$ cat src/rtl/sound_frame_seq.sv
// rtl/sound_frame_seq.sv - APU frame sequencer and NRx1/NRx4/NR52 decode driving channel length inputs
module sound_frame_seq #(
    parameter int START_W = 2
) (
    input  logic       clk,
    input  logic       rst,
    input  logic       div_bit,
    input  logic       wr,
    input  logic [7:0] addr,
    input  logic [7:0] din,
    output logic       apu_on,
    output logic [2:0] step,
    output logic       len_tick,
    output logic       sweep_tick,
    output logic       env_tick,
    output logic       start_ch1,
    output logic       start_ch2,
    output logic       start_ch3,
    output logic       start_ch4,
    output logic       single_ch1,
    output logic       single_ch2,
    output logic       single_ch3,
    output logic       single_ch4,
    output logic [5:0] length_ch1,
    output logic [5:0] length_ch2,
    output logic [7:0] length_ch3,
    output logic [5:0] length_ch4
);

    localparam logic [7:0] ADDR_NR11 = 8'h11;
    localparam logic [7:0] ADDR_NR14 = 8'h14;
    localparam logic [7:0] ADDR_NR21 = 8'h16;
    localparam logic [7:0] ADDR_NR24 = 8'h19;
    localparam logic [7:0] ADDR_NR31 = 8'h1B;
    localparam logic [7:0] ADDR_NR34 = 8'h1E;
    localparam logic [7:0] ADDR_NR41 = 8'h20;
    localparam logic [7:0] ADDR_NR44 = 8'h23;
    localparam logic [7:0] ADDR_NR52 = 8'h26;
    localparam logic [3:0] START_INIT = 4'(START_W);

    logic       div_d;
    logic       div_fall;
    logic       nr52_wr;
    logic       power_off;
    logic       power_on;
    logic       reg_wr;
    logic [3:0] trig;
    logic [3:0] start_cnt [4];

    always_comb begin
        div_fall  = div_d & ~div_bit;
        nr52_wr   = wr && (addr == ADDR_NR52);
        power_off = nr52_wr && apu_on && !din[7];
        power_on  = nr52_wr && !apu_on && din[7];
        reg_wr    = wr && apu_on && (addr != ADDR_NR52);
        trig[0]   = reg_wr && din[7] && (addr == ADDR_NR14);
        trig[1]   = reg_wr && din[7] && (addr == ADDR_NR24);
        trig[2]   = reg_wr && din[7] && (addr == ADDR_NR34);
        trig[3]   = reg_wr && din[7] && (addr == ADDR_NR44);
    end

    // Power transitions take priority over a coincident DIV edge.
    always_ff @(posedge clk or negedge rst) begin
        if (!rst) begin
            div_d      <= 1'b0;
            apu_on     <= 1'b0;
            step       <= 3'd0;
            len_tick   <= 1'b0;
            sweep_tick <= 1'b0;
            env_tick   <= 1'b0;
        end else begin
            div_d      <= div_bit;
            len_tick   <= 1'b0;
            sweep_tick <= 1'b0;
            env_tick   <= 1'b0;
            if (nr52_wr) begin
                apu_on <= din[7];
            end
            if (power_off || power_on) begin
                step <= 3'd0;
            end else if (apu_on && div_fall) begin
                step       <= step + 3'd1;
                len_tick   <= ~step[0];
                sweep_tick <= (step[1:0] == 2'b10);
                env_tick   <= (step == 3'd7);
            end
        end
    end

    always_ff @(posedge clk or negedge rst) begin
        if (!rst) begin
            single_ch1 <= 1'b0;
            single_ch2 <= 1'b0;
            single_ch3 <= 1'b0;
            single_ch4 <= 1'b0;
            length_ch1 <= 6'd0;
            length_ch2 <= 6'd0;
            length_ch3 <= 8'd0;
            length_ch4 <= 6'd0;
        end else if (power_off) begin
            single_ch1 <= 1'b0;
            single_ch2 <= 1'b0;
            single_ch3 <= 1'b0;
            single_ch4 <= 1'b0;
            length_ch1 <= 6'd0;
            length_ch2 <= 6'd0;
            length_ch3 <= 8'd0;
            length_ch4 <= 6'd0;
        end else if (reg_wr) begin
            case (addr)
                ADDR_NR11: length_ch1 <= din[5:0];
                ADDR_NR21: length_ch2 <= din[5:0];
                ADDR_NR31: length_ch3 <= din;
                ADDR_NR41: length_ch4 <= din[5:0];
                ADDR_NR14: single_ch1 <= din[6];
                ADDR_NR24: single_ch2 <= din[6];
                ADDR_NR34: single_ch3 <= din[6];
                ADDR_NR44: single_ch4 <= din[6];
                default: ;
            endcase
        end
    end

    // A retrigger reloads the counter so an active pulse extends without a gap.
    always_ff @(posedge clk or negedge rst) begin
        if (!rst) begin
            for (int i = 0; i < 4; i++) start_cnt[i] <= 4'd0;
        end else begin
            for (int i = 0; i < 4; i++) begin
                if (power_off) begin
                    start_cnt[i] <= 4'd0;
                end else if (trig[i]) begin
                    start_cnt[i] <= START_INIT;
                end else if (start_cnt[i] != 4'd0) begin
                    start_cnt[i] <= start_cnt[i] - 4'd1;
                end
            end
        end
    end

    assign start_ch1 = (start_cnt[0] != 4'd0);
    assign start_ch2 = (start_cnt[1] != 4'd0);
    assign start_ch3 = (start_cnt[2] != 4'd0);
    assign start_ch4 = (start_cnt[3] != 4'd0);

endmodule

$ cat config.mk
export PLATFORM = sky130hd
export DESIGN_NAME = sound_frame_seq
export DESIGN_NICKNAME = d
export VERILOG_FILES = /design/src/rtl/sound_frame_seq.sv
export SDC_FILE = /design/constraint.sdc
export NUM_CORES = 1
export LEC_CHECK = 0
export CAP_MARGIN = 10
export CORE_MARGIN = 5
export CORE_UTILIZATION = 45
export CTS_CLUSTER_SIZE = 40
export DETAILED_ROUTE_END_ITERATION = 8
export PLACE_DENSITY = 0.87
export SETUP_SLACK_MARGIN = 0.3
export SLEW_MARGIN = 20
export SYNTH_ARGS = -nofsm -noshare
export SYNTH_HDL_FRONTEND = slang
export SYNTH_SLANG_ARGS = --single-unit
$ cat constraint.sdc
create_clock -name clk -period 1.65 [get_ports clk]
set_clock_uncertainty 0.05 [all_clocks]
set_input_delay 0.165 -clock clk [delete_from_list [all_inputs] [get_ports clk]]
set_output_delay 0.165 -clock clk [all_outputs]
set_load 0.01 [all_outputs]
==> results of run 1 <==
==> worst max-delay path: cells and delay by family, from the launching register on <==
family	cells	cell delay [ns]
buffers and inverters	5	0.52
DFF	1	0.40
and+or+nand+nor	2	0.24
AOI/OAI and AO/OA	2	0.17
adders and majority gates	1	0.14
==> cell families after synthesis <==
| group | count (synthesis) |
|---|---|
| buffers and inverters | 17 |
| XOR/XNOR | 7 |
| flip-flops | 54 |
| AND/OR/NAND/NOR | 98 |
| multiplexers | 10 |
| adder cells (fa/ha/maj) | 7 |
| AO/OA/AOI/OAI | 56 |
==> routing by layer <==
layer  up-vias  part of all wire (%)  global-route usage (%)
li1       1177                     -                       -
met1      1288                    40                    28.5
met2        93                    51                    38.4
met3        27                   5.6                    4.18
met4         0                   3.3                    9.92
met5         -                     0                       0
==> cells in the mapped netlist (all sizes together) (2+ instances only) <==
library cell,count
a21oi,14
a22o,20
a22oi,6
and2,3
and3,4
and3b,2
and4,4
buf,2
clkbuf,3
dfrtp,54
ha,7
inv,12
mux2,5
mux2i,5
nand2,17
nand2b,4
nand3,6
nand3b,5
nand4,2
nor2,24
nor2b,4
nor3,8
nor3b,4
nor4bb,2
o21ai,10
or3,3
xnor2,6
==> timing repair <==
item,CTS,global route
resized for setup,126,78
setup buffers,24,10
hold buffers,1,0
pin swaps,20,45
hold endpoints to repair,54,0
setup endpoints to repair,94,57
==> state kept, by name, indices dropped and copies added, names as in the netlist <==
register    cells
start_cnt      16
length_ch3      8
length_ch1      6
length_ch2      6
length_ch4      6
step            3
apu_on          1
div_d           1
env_tick        1
len_tick        1
single_ch1      1
single_ch2      1
single_ch3      1
single_ch4      1
sweep_tick      1
==> cell usage in the layout (no fill, tap or decap), types with 7 or more instances in the layout <==
cell / n
buf_4: 54
dfrtp_1: 52
dlygate4sd2_1: 40
buf_6: 22
a22o_1: 20
nor2_1: 15
clkdlybuf4s50_1: 9
inv_2: 7
nand2_4: 7
a21oi_1: 7
==> power by group through the flow <==
| stage | registers, mW | clock network [mW] | logic (mW) |
|---|---|---|---|
| finish | 1.76 | 0.750 | 2.32 |
| global route | 1.79 | 0.827 | 2.50 |
| CTS | 1.73 | 0.755 | 1.90 |
| detailed placement | 1.76 | 0 | 1.30 |
| global placement | 1.74 | 0 | 1.20 |
| floorplan | 1.72 | 0 | 0.823 |
==> how the worst min path moves through the flow <==
stage                        from             to  cells past startpoint
after global placement        rst   start_cnt[7]                      2
after global routing      div_bit          div_d                      1
after detailed placement      rst   start_cnt[7]                      2
after floorplan               rst         apu_on                      0
final                         rst  start_cnt[14]                      3
after CTS                 div_bit          div_d                      1
==> per-stage QoR <==
| step | hold slack (ns) | util [%] |
|---|---|---|
| floorplan | -0.181 | - |
| global placement | 0.127 | 65.0 |
| detailed placement | 0.130 | 65.0 |
| CTS | 0.285 | 72.0 |
| global route | 0.326 | 78.2 |
| finish | 0.311 | 78.2 |
==> final cells by class <==
cell class	instances	share of cell area, %
clock inverters	2	0.314
multi-input cells	178	37.3
well taps	72	2.05
flip-flops and latches	54	30.9
repair buffers	135	26.7
clock buffers	6	1.66
inverters	12	1.11
==> run summary, run 1 <==
Max-cap violations in this run came to 0. The biggest area consumer among synthesized cells is dfrtp_1. The logs give 2640 µm² for the post-synthesis instance area and 249 for the post-synthesis cell count. The transition time at the pin with the least slew margin came out at 0.468 ns. The tools report the reg-to-reg critical path startpoint as start_cnt[12].

The clock tree root buffer cell was clkbuf_8. For this run, the slowest stage of the critical path takes 0.40 ns. The run gives 0.0240 ns as the worst-case setup margin in the final layout. The share of total power dissipated in sequential elements is 36.5%. The largest fanout on the critical path was 3; the latest clock arrival within the worst-skew pair was 0.32 ns. In this run, placement finished with an instance count of 416. The endpoint identified for the worst register-to-register timing path is start_cnt[13]. Overall power consumption after layout is estimated at 4.83 mW. Yosys attributes the largest share of cell area to dfrtp_1 51%, a22o_1 6.6%, nor2_1 3.4%, ha_1 3.3%, a21oi_1 2.7%. The final hold violation count was 0.

The final weighted congestion in routability-driven placement is 0.875. Following the worst setup path forward leads to its endpoint at start_cnt[13]. Combinational family with the most area after synthesis: simple AND/OR/NAND/NOR gates. For the finished layout, the period the worst path requires is 1.63 ns. STA classifies the critical path endpoint as a flop. The path class of the tightest hold or removal check is input port to asynchronous set/reset pin. The area growth from synthesis to layout is 66.2%. Of all flip-flops after synthesis, the portion carrying an async set or reset was 100%.

The floorplan die width was 86.6 µm. The floorplan step defined a die boundary enclosing 7490 µm². The worst setup path is of the flop to flop kind. The mux contribution to synthesized area is 4.03%, and the power per unit of standard cell area is 1100 nW/µm². The net count of the mapped netlist is 276, and the number of buffers created by CTS is 5. TritonCTS built the clock tree. After routing, the total negative slack on setup checks comes to 0 ns. Summing all multi-input logic gate instances after layout gives 1640 µm².

Yosys printed 0 warnings. For this design the static power due to leakage is 2.10 nW. Timing analysis after detailed placement gives a worst setup slack of -0.405 ns. In this run, distinct cell masters in the synthesized netlist total 41.

Across the VDD grid, the largest voltage drop is 0.722 mV. Entering global routing, the biggest net connects 55 pins. The HPWL reported at the end of detailed placement came out at 5310 µm.

After detailed placement, the total cell area comes to 3650 µm². For this run, design rule violations remaining after detail routing come to 0. In this run the register-to-register setup slack is 0.02 ns. After Yosys synthesis, and, or, nand and nor cells account for 21.7% of the synthesized area. The logs give 1.81 ns for the worst endpoint required time and 5610 µm² for the placeable core area. After synthesis the netlist holds a flip-flop and latch count of 54. The flow ran to the end, and the final reports show no timing, DRC or antenna violations. Most instantiated flip-flop cell in the synthesis netlist: dfrtp_1.

After clock tree synthesis, the clock-pin slew on the worst setup and hold paths is 0.09 ns. The row count was 27. The number of enable-type register cells in the synthesized netlist was 0. The detailed-route wire length per cell is 19.6 µm.

The count of input and output buffers works out to 60. The initial antenna violation count is 0. Among all stages on the critical path, the largest delay is contributed by dfrtp_1. STA classifies the critical path startpoint as a flop.

The post-layout instance area is 4380 µm². The adder-cell area share of the yosys netlist was 3.32%. The routed design has 9010 µm of wire. The net count of the finished layout is 413.

Walking the worst path, the cells encountered are inv_2 -> ha_4 -> nor3b_4 -> buf_4 -> buf_6 -> buf_6 -> buf_6 -> nor2_4 -> a21oi_2 -> a21oi_1. The internal power component was 3.13 mW. The number of global-route vias before repair is 2,640. The tools report the data arrival time of the critical path as 1.79 ns. Global routing used 22.8% of the available tracks. Clock net sink count: 54.

The compound-gate portion of the synthesized area was 14.9%; the global-route wire length before repair was 13,200 µm. The repair_antennas step left the layout with diodes totalling 0. The H-tree generated during clock tree synthesis spans 2 levels. After Yosys synthesis, XOR and XNOR cells account for 2.32% of the synthesized area. No sink is reached through more buffers than the 2 on the longest clock path.

The share of cells above drive strength 1 came out at 47.3%. Die height: 86.6 µm. The first routing iteration left 177 violations. In this run the biggest area consumer among cell types represents 51.2% of the synthesized area. Fill cells in the final layout number 367. Of the total power, the clock network draws 15.5%.

Across the whole layout, storage elements account for 1350 µm². Dividing the detail-routed via count by the number of cells gives 5.63. The number of cells on the worst reg-to-reg path is 10. For the total vias in the final route, the log shows 2,585. Each instance of the synthesized netlist takes up on average 10.6 µm².

The number of max-slew violations in the final report came out at 0. The critical path starts at start_cnt[12]. The worst pin sits at a relative slew slack of 68.7%. The final critical-path share of the clock period was 98.5%.

The part of the total power dissipated in combinational logic is 48.0%, and the overall overflow remaining after global route is 0. Pin placement for this block handled 61 I/O pins. The share of the Yosys chip area taken by registers is 51.2%.

The count of cells in the finished layout, fillers not included, comes to 459. The logs give 4 for the first-pass iteration count of the detailed router and 1.70 mW for the total net switching power. The cell occurring most often along the worst timing path is buf_6.

For the total setup violations reported at the end of the flow, the log shows 0. For the antenna violation net count after detailed routing, the log shows 0. Setup repair after global routing could not meet its margin everywhere. The initial core utilization came out at 47.0%.

The maximum frequency from static timing analysis is 615 MHz, and the net switching share of the total power is 35.1%.
Note: power is estimated with default switching activity, not from simulation.
==> run 2: changes to the inputs <==
- CAP_MARGIN: 10 -> 0
==> results of run 2 <==
The final DEF is identical to that of run 1; final timing and power are the same.
